--- config.mk ---
export PLATFORM = sky130hd
export DESIGN_NAME = alu
export DESIGN_NICKNAME = d
export VERILOG_FILES = /design/src/rtl/alu_pkg.sv /design/src/rtl/alu_addsub.sv /design/src/rtl/alu.sv
export SDC_FILE = /design/constraint.sdc
export NUM_CORES = 1
export LEC_CHECK = 0
export ABC_AREA = 0
export ABC_CLOCK_PERIOD_IN_PS = 950
export BUFFER_PORTS_ARGS = -buffer_cell sky130_fd_sc_hd__buf_2
export CAP_MARGIN = 40
export CORE_UTILIZATION = 52
export CTS_CLUSTER_DIAMETER = 40
export DETAILED_ROUTE_END_ITERATION = 12
export MAX_ROUTING_LAYER = met4
export PLACE_DENSITY = 0.81
export SLEW_MARGIN = 15
export SYNTH_ARGS = -nofsm -noshare
export SYNTH_HDL_FRONTEND = slang
export SYNTH_SLANG_ARGS = --single-unit
--- constraint.sdc ---
create_clock -name clk -period 0.95 [get_ports clk]
set_clock_uncertainty 0.15 [all_clocks]
set_input_delay 0.095 -clock clk [delete_from_list [all_inputs] [get_ports clk]]
set_output_delay 0.095 -clock clk [all_outputs]
set_load 0.1 [all_outputs]
--- src/rtl/alu_pkg.sv ---
// Shared ALU definitions: opcode encoding and default datapath width.
package alu_pkg;

  localparam int unsigned AluWidthDefault = 6;

  typedef enum logic [2:0] {
    OP_PASS_A = 3'b000,
    OP_PASS_B = 3'b001,
    OP_NEG_A  = 3'b010,
    OP_NEG_B  = 3'b011,
    OP_LT     = 3'b100,
    OP_XNOR   = 3'b101,
    OP_ADD    = 3'b110,
    OP_SUB    = 3'b111
  } op_e;

endpackage

--- src/rtl/alu_addsub.sv ---
// Shared adder/subtractor: sum = a + b, or a - b as a + ~b + 1 when sub_i is set.
module alu_addsub #(
  parameter int unsigned Width = 6
) (
  input  logic [Width-1:0] a_i,
  input  logic [Width-1:0] b_i,
  input  logic             sub_i,
  output logic [Width-1:0] sum_o,
  output logic             carry_o,
  output logic             ovf_o
);

  logic [Width-1:0] b_x;
  logic [Width:0]   full;

  assign b_x  = b_i ^ {Width{sub_i}};
  assign full = {1'b0, a_i} + {1'b0, b_x} + (Width+1)'(sub_i);

  assign sum_o   = full[Width-1:0];
  assign carry_o = full[Width];
  // Signed overflow: same-sign operands producing a result of the other sign.
  assign ovf_o   = (a_i[Width-1] == b_x[Width-1]) && (sum_o[Width-1] != a_i[Width-1]);

endmodule

--- src/rtl/alu.sv ---
// Registered ALU, latency 1, one op per cycle. Define ALU_FLAGS_EN to add the
// registered overflow and zero flag outputs.
module alu
  import alu_pkg::*;
#(
  parameter int unsigned WIDTH = AluWidthDefault
) (
  input  logic             clk,
  input  logic             rst_n,
  input  logic [WIDTH-1:0] input1,
  input  logic [WIDTH-1:0] input2,
  input  logic             f,
  input  logic             x,
  input  logic             n,
  input  logic             in_valid,
`ifdef ALU_FLAGS_EN
  output logic             overflow,
  output logic             zero,
`endif
  output logic [WIDTH-1:0] num_or_less_than,
  output logic             out_valid
);

  op_e op;
  assign op = op_e'({f, x, n});

  logic [WIDTH-1:0] add_a, add_b, add_sum;
  logic             add_sub, add_ovf, carry_unused;

  // Negation is 0 - operand; compare is A - B; both reuse the one adder.
  always_comb begin
    add_a   = input1;
    add_b   = input2;
    add_sub = 1'b1;
    case (op)
      OP_NEG_A: begin
        add_a = '0;
        add_b = input1;
      end
      OP_NEG_B: begin
        add_a = '0;
        add_b = input2;
      end
      OP_ADD:  add_sub = 1'b0;
      default: ;
    endcase
  end

  alu_addsub #(
    .Width (WIDTH)
  ) u_addsub (
    .a_i     (add_a),
    .b_i     (add_b),
    .sub_i   (add_sub),
    .sum_o   (add_sum),
    .carry_o (carry_unused),
    .ovf_o   (add_ovf)
  );

  logic             lt;
  logic [WIDTH-1:0] res;
  logic             res_ovf;

  assign lt = add_sum[WIDTH-1] ^ add_ovf;

  always_comb begin
    res     = '0;
    res_ovf = 1'b0;
    case (op)
      OP_PASS_A: res = input1;
      OP_PASS_B: res = input2;
      OP_LT:     res = {{(WIDTH-1){1'b0}}, lt};
      OP_XNOR:   res = ~(input1 ^ input2);
      default: begin
        res     = add_sum;
        res_ovf = add_ovf;
      end
    endcase
  end

  logic [WIDTH-1:0] res_d, res_q;
  logic             valid_d, valid_q;

  assign res_d   = in_valid ? res : res_q;
  assign valid_d = in_valid;

  always_ff @(posedge clk or negedge rst_n) begin
    if (!rst_n) begin
      res_q   <= '0;
      valid_q <= 1'b0;
    end else begin
      res_q   <= res_d;
      valid_q <= valid_d;
    end
  end

  assign num_or_less_than = res_q;
  assign out_valid        = valid_q;

`ifdef ALU_FLAGS_EN
  logic ovf_d, ovf_q, zero_d, zero_q;

  assign ovf_d  = in_valid ? res_ovf : ovf_q;
  assign zero_d = in_valid ? (res == '0) : zero_q;

  always_ff @(posedge clk or negedge rst_n) begin
    if (!rst_n) begin
      ovf_q  <= 1'b0;
      zero_q <= 1'b0;
    end else begin
      ovf_q  <= ovf_d;
      zero_q <= zero_d;
    end
  end

  assign overflow = ovf_q;
  assign zero     = zero_q;
`else
  logic res_ovf_unused;
  assign res_ovf_unused = res_ovf;
`endif

endmodule

==> impl_metrics.yaml, run 1 <==
power_and_ir_drop:
  switching_share: 0.470
  ir_drop_mv: 1.78
  p_int_mw: 1.14
  power_leakage_nw: 0.740
  pwr-share-comb: 0.672
  p_clk_frac: 0.137
  p_per_area_nw_per_um2: 1350
  p_seq_frac: 0.191
  p_switching_mw: 1.01
drt:
  ant_nets: 0
  post-route-drc-count: 0
  drt_first_pass_iters: 4
  drt-total-wl_um: 4380
  wl_per_cell_um: 21.2
  vias: 1370
  drtIter0Drc: 108
  via_per_inst: 6.65
finish:
  syn2layout_area_growth_pct: 67.0
  fin_cells: 206
  antenna_cells: 0
  design_area_sq_um: 1600
  drive_gt1_frac: 0.481
  fin_util: 0.925
  num-nets-final: 205
placed_design:
  gp_congestion: 0.937
  dp_cells: 195
  place_area_sq_um: 1410
  hpwl_um: 2220
  port-buffer-count: 24
sta:
  worst_slack_ns: -1.08
  min_period_ns: 2.03
  rsz0062_at_grt: "true"
  min_period_over_period: 2.14
  whs_ns: 0.0275
  finalHoldViolCount: 0
  drv_slew: 0
  setup_violations: 13
  fmax_mhz: 492
  slew_headroom: 0.691
  max_slew.worst_pin.slew_ns: 0.463
  tns_ns: -6.53
status:
  status: "finished with violations"
  failed_checks: "setup timing"
floorplanning:
  fp.dieW_um: 44.9
  rows: 15
  pin_count: 25
  start_util: 0.554
  fp.coreArea_sq_um: 1730
  die_area_sq_um: 2010
  die_h_um: 44.9
logic_synthesis:
  synthCells: 126
  ys_ff_latch: 7
  async_reset_ff_frac: 1.00
  synth_edf_count: 0
  syn_area_sq_um: 956
  ys_seq_area_frac: 0.183
  synth_nets: 149
  postSynthAreaPerCell_sq_um: 7.59
  ys.flop_type: "dfrtp_1"
  synth_warnings: 0
  synth_cell_types: 36
global_route:
  grt_first_pass_wirelength_um: 5660
  grt_pass1_vias: 1214
  overflow: 0
  antenna_found_initial: 0
  grt_max_degree: 12
  grtUsageTotal: 0.416
cts:
  cts_tree: "yes"
  htree_levels: 1
  cts.sinks: 7
  numCtsBuffers: 3
  cts_root_buf: "clkbuf_4"
  clk_latency_ns: 0.26
  cts_buffer_depth: 2
  clk_pin_slew_worst_paths_ns: 0.06
critical_path:
  regToRegSetupSlack_ns: -0.08
  r2r-start: "num_or_less_than[4]"
  required_ns: 0.94
  r2r_end: "num_or_less_than[4]"
  cp-start-kind: "input pin"
  cp_max_fo: 4
  critPathBufInv: 1
  worstSetupPathType: "input pin to flop"
  r2r_cells: 3
  crit_family: "compound AO/OA/AOI/OAI gates"
  setup.worst_path.end_class: "flop"
  critPathMaxStageDelay_ns: 0.54
  slowest_stage: "or4b_4"
  crit_arrival_ns: 2.02
  crit_chain: "buf_8 > or4b_4 > o2111a_2 > fa_2 > nor2b_1 > o21a_1 > o21ai_0 > a31oi_1 > a21oi_1"
worst_hold_path:
  hp-class: "input pin to async pin"
job:
  maxCapViolCount: 0
cell usage after synthesis (all sizes together), types with 2 or more instances:
master,instances,area [sq um]
nor3b,3,22.5
clkbuf,7,26.3
and2,5,31.3
o21bai,2,15.0
a21oi,13,65.1
nor2,10,37.5
nand2b,7,43.8
o21ai,9,45.0
xnor2,5,43.8
a221oi,2,17.5
mux2,3,33.8
ha,4,50.1
a21o,2,15.0
o22ai,4,25.0
mux2i,4,40.0
a211oi,3,22.5
inv,7,26.3
dfrtp,7,175
nor2b,5,31.3
o21a,2,15.0
nand2,7,26.3
kinds of logic (layout without fill, tap and decap cells):
group / after synthesis / count (layout) / synth area share
DFF: 7 / 7 / 0.183
muxes: 7 / 7 / 0.0772
xor gates and xnor gates: 5 / 5 / 0.0458
AOI/OAI and AO/OA: 44 / 44 / 0.312
and+or+nand+nor: 43 / 43 / 0.242
adders and majority gates: 5 / 5 / 0.0733
buffers and inverters: 15 / 70 / 0.0668
layout make-up:
cell class,instances,area (sq um)
Clock buffer,4,26.3
Tap cell,25,31.3
Inverter,7,26.3
Multi-Input combinational cell,104,801
Fill cell,63,130
Sequential cell,7,183
Timing Repair Buffer,59,529
state kept, by name, summed over array words and instances (netlist names):
| register | cells |
|---|---|
| out_valid | 1 |
| num_or_less_than | 6 |
per-stage QoR:
| stage | worst slack (ns) | power (mW) |
|---|---|---|
| 6_report | -1.08 | 2.16 |
| 5_1_grt | -1.09 | 2.26 |
| 4_1_cts | -0.849 | 2.00 |
| 3_5_place_dp | -1.17 | 1.61 |
| 3_3_place_gp | -1.12 | 1.57 |
| 2_1_floorplan | -1.15 | 1.13 |
layer usage:
metal / part of all wire / vias to the layer above / global-route usage / wire length, um
met5: 0 / - / - / 0
met4: 0.073 / 0 / 0.200 / 318
met3: 0.10 / 50 / 0.184 / 451
met2: 0.47 / 141 / 0.700 / 2050
met1: 0.35 / 611 / 0.408 / 1550
li1: - / 568 / - / -
cell usage in the layout, fill, tap and decap left out, drive strengths merged, types with 4 or more instances in the layout:
| cell | netlist | layout |
|---|---|---|
| mux2i | 4 | 4 |
| o21ai | 9 | 9 |
| buf | 1 | 58 |
| and2 | 5 | 5 |
| nor2b | 5 | 5 |
| nand2b | 7 | 7 |
| a21oi | 13 | 13 |
| nor2 | 10 | 10 |
| nand2 | 7 | 7 |
| xnor2 | 5 | 5 |
| clkbuf | 7 | 4 |
| inv | 7 | 7 |
| ha | 4 | 4 |
| o22ai | 4 | 4 |
| dfrtp | 7 | 7 |
power groups by stage:
stage / logic (mW) / clock network (mW) / registers (mW)
after floorplan: 0.400 / 0 / 0.733
after global placement: 1.16 / 0 / 0.408
after detailed placement: 1.20 / 0 / 0.411
after CTS: 1.31 / 0.284 / 0.405
after global routing: 1.50 / 0.340 / 0.418
final: 1.45 / 0.296 / 0.412
how the worst max path moves through the flow:
stage / cells after the start / end / from / slack (ns)
finish: 9 / num_or_less_than[4] / n / -1.08
global route: 9 / num_or_less_than[4] / n / -1.09
CTS: 10 / num_or_less_than[4] / n / -0.85
detailed placement: 9 / num_or_less_than[4] / f / -1.17
global placement: 9 / num_or_less_than[4] / f / -1.12
floorplan: 11 / num_or_less_than[4] / n / -1.15
worst register-to-register path, delay by kind of cell, from the launching register on:
| kind | cells | cell delay, ns |
|---|---|---|
| flops | 1 | 0.42 |
| buf+inv | 1 | 0.15 |
| simple gates | 1 | 0.13 |
| compound gates | 1 | 0.07 |
repair_timing:
| action | in CTS | in global routing |
|---|---|---|
| endpoints found under the hold margin | 7 | 0 |
| setup endpoints to repair | 13 | 13 |
| pin swaps | 11 | 4 |
| setup buffers | 5 | 1 |
| resized for setup | 17 | 6 |
| hold buffers | 1 | 0 |
(Power assumes the default switching activity.)
==> inputs of run 2 (changes only) <==
- ABC_CLOCK_PERIOD_IN_PS: 950 -> 1800
- CAP_MARGIN: 40 -> unset
- CORE_UTILIZATION: 52 -> 47
- PLACE_DENSITY: 0.81 -> 0.77
- clock period: 0.95 -> 1.8 ns (I/O delays scaled with it)
==> run 2 against run 1 <==
- the flow still finishes with violations (setup timing)
- utilization down 9.8 points
- critical path type unchanged
- combinational power down 54%
- first-iteration DRC count down 80%
- global-route usage down 8.5 points
- sequential share of layout area up 0.20 points
- flip-flop and latch count unchanged
- design area down 5.7%
- critical path depth up 1
- via count down 12%
- non-clock buffer count down 2
- sequential power down 52%
==> impl_metrics.yaml, run 2 (synthesis results as in run 1) <==
finish:
  mostFrequentLayoutCell: "buf_4"
  largest_reg_flops: 6
  design_area_sq_um: 1510
  fin_util: 0.827
  num-nets-final: 203
  final_cell_mix: "27 x buf_4, 21 x buf_2, 11 x a21oi_1, 9 x nor2_1"
  drive_gt1_frac: 0.475
  fin_cells: 204
  antenna_cells: 0
  syn2layout_area_growth_pct: 57.5
critical_path:
  cp-start-kind: "input pin"
  regToRegSetupSlack_ns: 0.85
  slowest_stage: "or3_4"
  required_ns: 1.80
  crit_chain: "buf_8 > nand2b_4 > a211oi_2 > a21oi_1 > ha_1 > nor2b_1 > o21a_1 > or3_4 > a31oi_4 > a21oi_2"
  critPathBufInv: 1
  crit_cells: 10
  r2r_cells: 3
  crit_arrival_ns: 1.99
  setup.worst_path.end_class: "flop"
  crit_family: "compound AO/OA/AOI/OAI gates"
  critPathMaxStageDelay_ns: 0.35
  worstSetupPathType: "input pin to flop"
  cp_max_fo: 6
cts:
  cts.sinks: 7
  numCtsBuffers: 3
  clk_pin_slew_worst_paths_ns: 0.06
  cts_tree: "yes"
  cts_buffer_depth: 2
  htree_levels: 1
  clk_latency_ns: 0.26
  cts_root_buf: "clkbuf_4"
sta:
  worst_slack_ns: -0.183
  fmax_mhz: 504
  max_slew.worst_pin.slew_ns: 0.514
  finalHoldViolCount: 0
  min_period_ns: 1.98
  rsz0062_at_grt: "true"
  slew_headroom: 0.660
  min_period_over_period: 1.10
  whs_ns: 0.0919
  setup_violations: 4
  tns_ns: -0.455
  drv_slew: 0
job:
  maxCapViolCount: 0
placed_design:
  port-buffer-count: 24
  hpwl_um: 2070
  place_area_sq_um: 1280
  dp_cells: 192
  dpl_worst_slack_ns: -0.432
  gp_congestion: 0.843
floorplanning:
  start_util: 0.525
  die_area_sq_um: 2220
  fp.coreArea_sq_um: 1820
  fp.dieW_um: 47.1
  rows: 15
  die_h_um: 47.1
  pin_count: 25
global_route:
  grt_max_degree: 13
  grt_first_pass_wirelength_um: 4950
  grt_pass1_vias: 1145
  grtUsageTotal: 0.330
  antenna_found_initial: 0
  overflow: 0
drt:
  wl_per_cell_um: 15.8
  drt_first_pass_iters: 4
  ant_nets: 0
  drt-total-wl_um: 3210
  via_per_inst: 5.93
  vias: 1209
  post-route-drc-count: 0
  drtIter0Drc: 22
power_and_ir_drop:
  p_per_area_nw_per_um2: 672
  power_leakage_nw: 0.696
  p_total_mw: 1.01
  ir_drop_mv: 0.627
status:
  status: "finished with violations"
  failed_checks: "setup timing"
worst_hold_path:
  hp-class: "input pin to flop"
  whs_path_depth: 2
==> run 2: routing by layer <==
layer / GRT usage / vias up / share of wire
met5: - / - / 0
met2: 0.564 / 56 / 0.53
li1: - / 559 / -
met4: 0.194 / 0 / 0.040
met3: 0.0654 / 18 / 0.052
met1: 0.350 / 576 / 0.38
==> run 2: cell type report <==
| cell class | count | area [sq um] |
|---|---|---|
| Inverter | 7 | 26.3 |
| Sequential cell | 7 | 175 |
| Clock buffer | 4 | 26.3 |
| Tap cell | 25 | 31.3 |
| Fill cell | 104 | 315 |
| Timing Repair Buffer | 57 | 414 |
| Multi-Input combinational cell | 104 | 832 |
==> run 2: worst paths after layout <==
path                                          start                   to
worst min-delay path                       in_valid  num_or_less_than[4]
min in group asynchronous                     rst_n  num_or_less_than[5]
max in group asynchronous                     rst_n  num_or_less_than[3]
worst max register to register  num_or_less_than[5]  num_or_less_than[5]
worst max-delay path                              n  num_or_less_than[4]
worst min register to register  num_or_less_than[4]  num_or_less_than[4]
==> run 2: power breakdown <==
group | switching, mW | total (mW) | internal, mW
clock | 0.0705 | 0.156 | 0.0854
sequential | 0.0133 | 0.196 | 0.182
combinational | 0.409 | 0.661 | 0.251
==> run 2: repair_timing <==
action                                 4_1_cts  5_1_grt
setup endpoints to repair                    6        6
buffers inserted                             6        3
hold buffers                                 2        0
pin swaps                                   22       13
gates resized for setup                     26        8
endpoints found under the hold margin        8        0
cloned                                       0        0
==> inputs of run 3 (changes only) <==
- CORE_ASPECT_RATIO: unset -> 1.25
==> run 3 against run 2 <==
- the run still ends with setup timing left
- worst hold slack lost 0.073 ns
- via count is 6.0% lower
- non-clock buffer count fell by 1
- critical path depth down 1
- routed wire length shrank 12%
- maximum frequency up 4.1%
- first-iteration DRC count is 55% higher
- critical path type unchanged
==> impl_metrics.yaml, run 3 (synthesis results as in run 1) <==
status:
  status: "finished with violations"
  failed_checks: "setup timing"
cts:
  htree_levels: 1
  clk_pin_slew_worst_paths_ns: 0.05
  numCtsBuffers: 3
  clk_latency_ns: 0.25
  cts_buffer_depth: 2
  cts_tree: "yes"
  cts_root_buf: "clkbuf_4"
  cts.sinks: 7
sta:
  setup_violations: 5
  tns_ns: -0.318
  min_period_over_period: 1.06
  drv_slew: 0
  whs_ns: 0.0190
  fmax_mhz: 525
  rsz0062_at_grt: "true"
  max_slew.worst_pin.slew_ns: 0.487
  finalHoldViolCount: 0
  min_period_ns: 1.90
  worst_slack_ns: -0.105
  slew_headroom: 0.677
drt:
  wl_met2_um: 1500
  ant_nets: 0
  wl_met1_um: 1180
  vias: 1136
  routed.top_layer: "met4"
  via_per_inst: 5.77
  drtIter0Drc: 34
  dr_wl_met3_um: 120
  drt-total-wl_um: 2840
  post-route-drc-count: 0
  drt_first_pass_iters: 4
  wl_per_cell_um: 14.4
critical_path:
  r2r-start: "num_or_less_than[5]"
  critPathMaxStageDelay_ns: 0.52
  r2r_end: "num_or_less_than[5]"
  slowest_stage: "or4b_4"
  crit_chain: "buf_6 > or4b_4 > o2111a_2 > fa_2 > nor2b_4 > o21a_1 > o21ai_1 > a31oi_1 > a21oi_1"
  worstSetupPathType: "input pin to flop"
  cp_max_fo: 2
  r2r_cells: 3
  required_ns: 1.77
  critPathLaunch: "input1[0]"
  setup.worst_path.end_class: "flop"
  crit_arrival_ns: 1.88
  regToRegSetupSlack_ns: 0.89
  cp-start-kind: "input pin"
placed_design:
  port-buffer-count: 24
  hpwl_um: 2030
  dp_cells: 184
  place_area_sq_um: 1250
  gp_congestion: 0.878
floorplanning:
  die_area_sq_um: 2220
  start_util: 0.523
  pin_count: 25
  rows: 17
  fp.dieW_um: 42.3
  die_h_um: 52.4
  fp.coreArea_sq_um: 1830
global_route:
  overflow: 0
  grtUsageTotal: 0.265
  grt_max_degree: 14
  antenna_found_initial: 0
  grt_first_pass_wirelength_um: 4470
  grt_pass1_vias: 1069
finish:
  fin_cells: 197
  drive_gt1_frac: 0.449
  largest_reg_flops: 6
  design_area_sq_um: 1450
  num-nets-final: 202
  final_cell_mix: "29 x buf_4, 20 x buf_2, 11 x a21oi_1, 9 x nor2_1, 7 x dfrtp_1"
  antenna_cells: 0
  n_fill_cell: 128
  mostFrequentLayoutCell: "buf_4"
  syn2layout_area_growth_pct: 51.8
job:
  maxCapViolCount: 0
power_and_ir_drop:
  power_leakage_nw: 0.686
  p_total_mw: 0.950
  ir_drop_mv: 0.775
  p_per_area_nw_per_um2: 654
worst_hold_path:
  hp-class: "input pin to flop"
  whs_path_depth: 1
  hp-start: "in_valid"
  min_to: "out_valid"
run 3: changes by cell type in the layout (fill, tap and decap cells not counted), sizes merged:
cell         delta
dlygate4sd3     -1
run 3: final cells by class:
class                           count  area, sq um  area share
Sequential cell                     7          175       0.121
Clock buffer                        4         26.3      0.0181
Tap cell                           19         23.8      0.0164
Multi-Input combinational cell    104          792       0.546
Timing Repair Buffer               56          408       0.281
Inverter                            7         26.3      0.0181
run 3: stage by stage:
step | worst slack (ns) | utilization
6_report | -0.105 | 0.793
5_1_grt | -0.168 | 0.793
4_1_cts | -0.125 | 0.754
3_5_place_dp | -0.435 | 0.686
3_3_place_gp | -0.368 | 0.686
2_1_floorplan | -0.385 | -
run 3: repair_timing:
item / 4_1_cts / 5_1_grt
endpoints found under the hold margin: 7 / 0
pin swaps: 14 / 15
setup buffers: 5 / 3
setup endpoints to repair: 5 / 6
hold buffers: 1 / 0
resized for setup: 15 / 12
run 3: metal layers:
| metal | up-vias | GRT usage |
|---|---|---|
| met4 | 0 | 0.0677 |
| met5 | - | - |
| met1 | 537 | 0.286 |
| li1 | 557 | - |
| met2 | 36 | 0.503 |
| met3 | 6 | 0.0414 |
run 3: how the worst max path moves through the flow:
stage | end | depth (start not counted) | slack (ns)
floorplan | num_or_less_than[4] | 11 | -0.39
detailed placement | num_or_less_than[5] | 11 | -0.44
CTS | num_or_less_than[4] | 9 | -0.12
global placement | num_or_less_than[4] | 9 | -0.37
finish | num_or_less_than[4] | 9 | -0.10
global route | num_or_less_than[4] | 9 | -0.17
run 3: worst max-delay path, delay by kind of cell:
family	cells	cell delay (ns)
adders and majority gates	1	0.39
AOI/OAI and AO/OA	5	0.59
and+or+nand+nor	2	0.63
buffers and inverters	1	0.09
run 3: power by group:
group | internal, mW | switching [mW]
combinational | 0.231 | 0.385
sequential | 0.183 | 0.0112
clock | 0.0844 | 0.0551
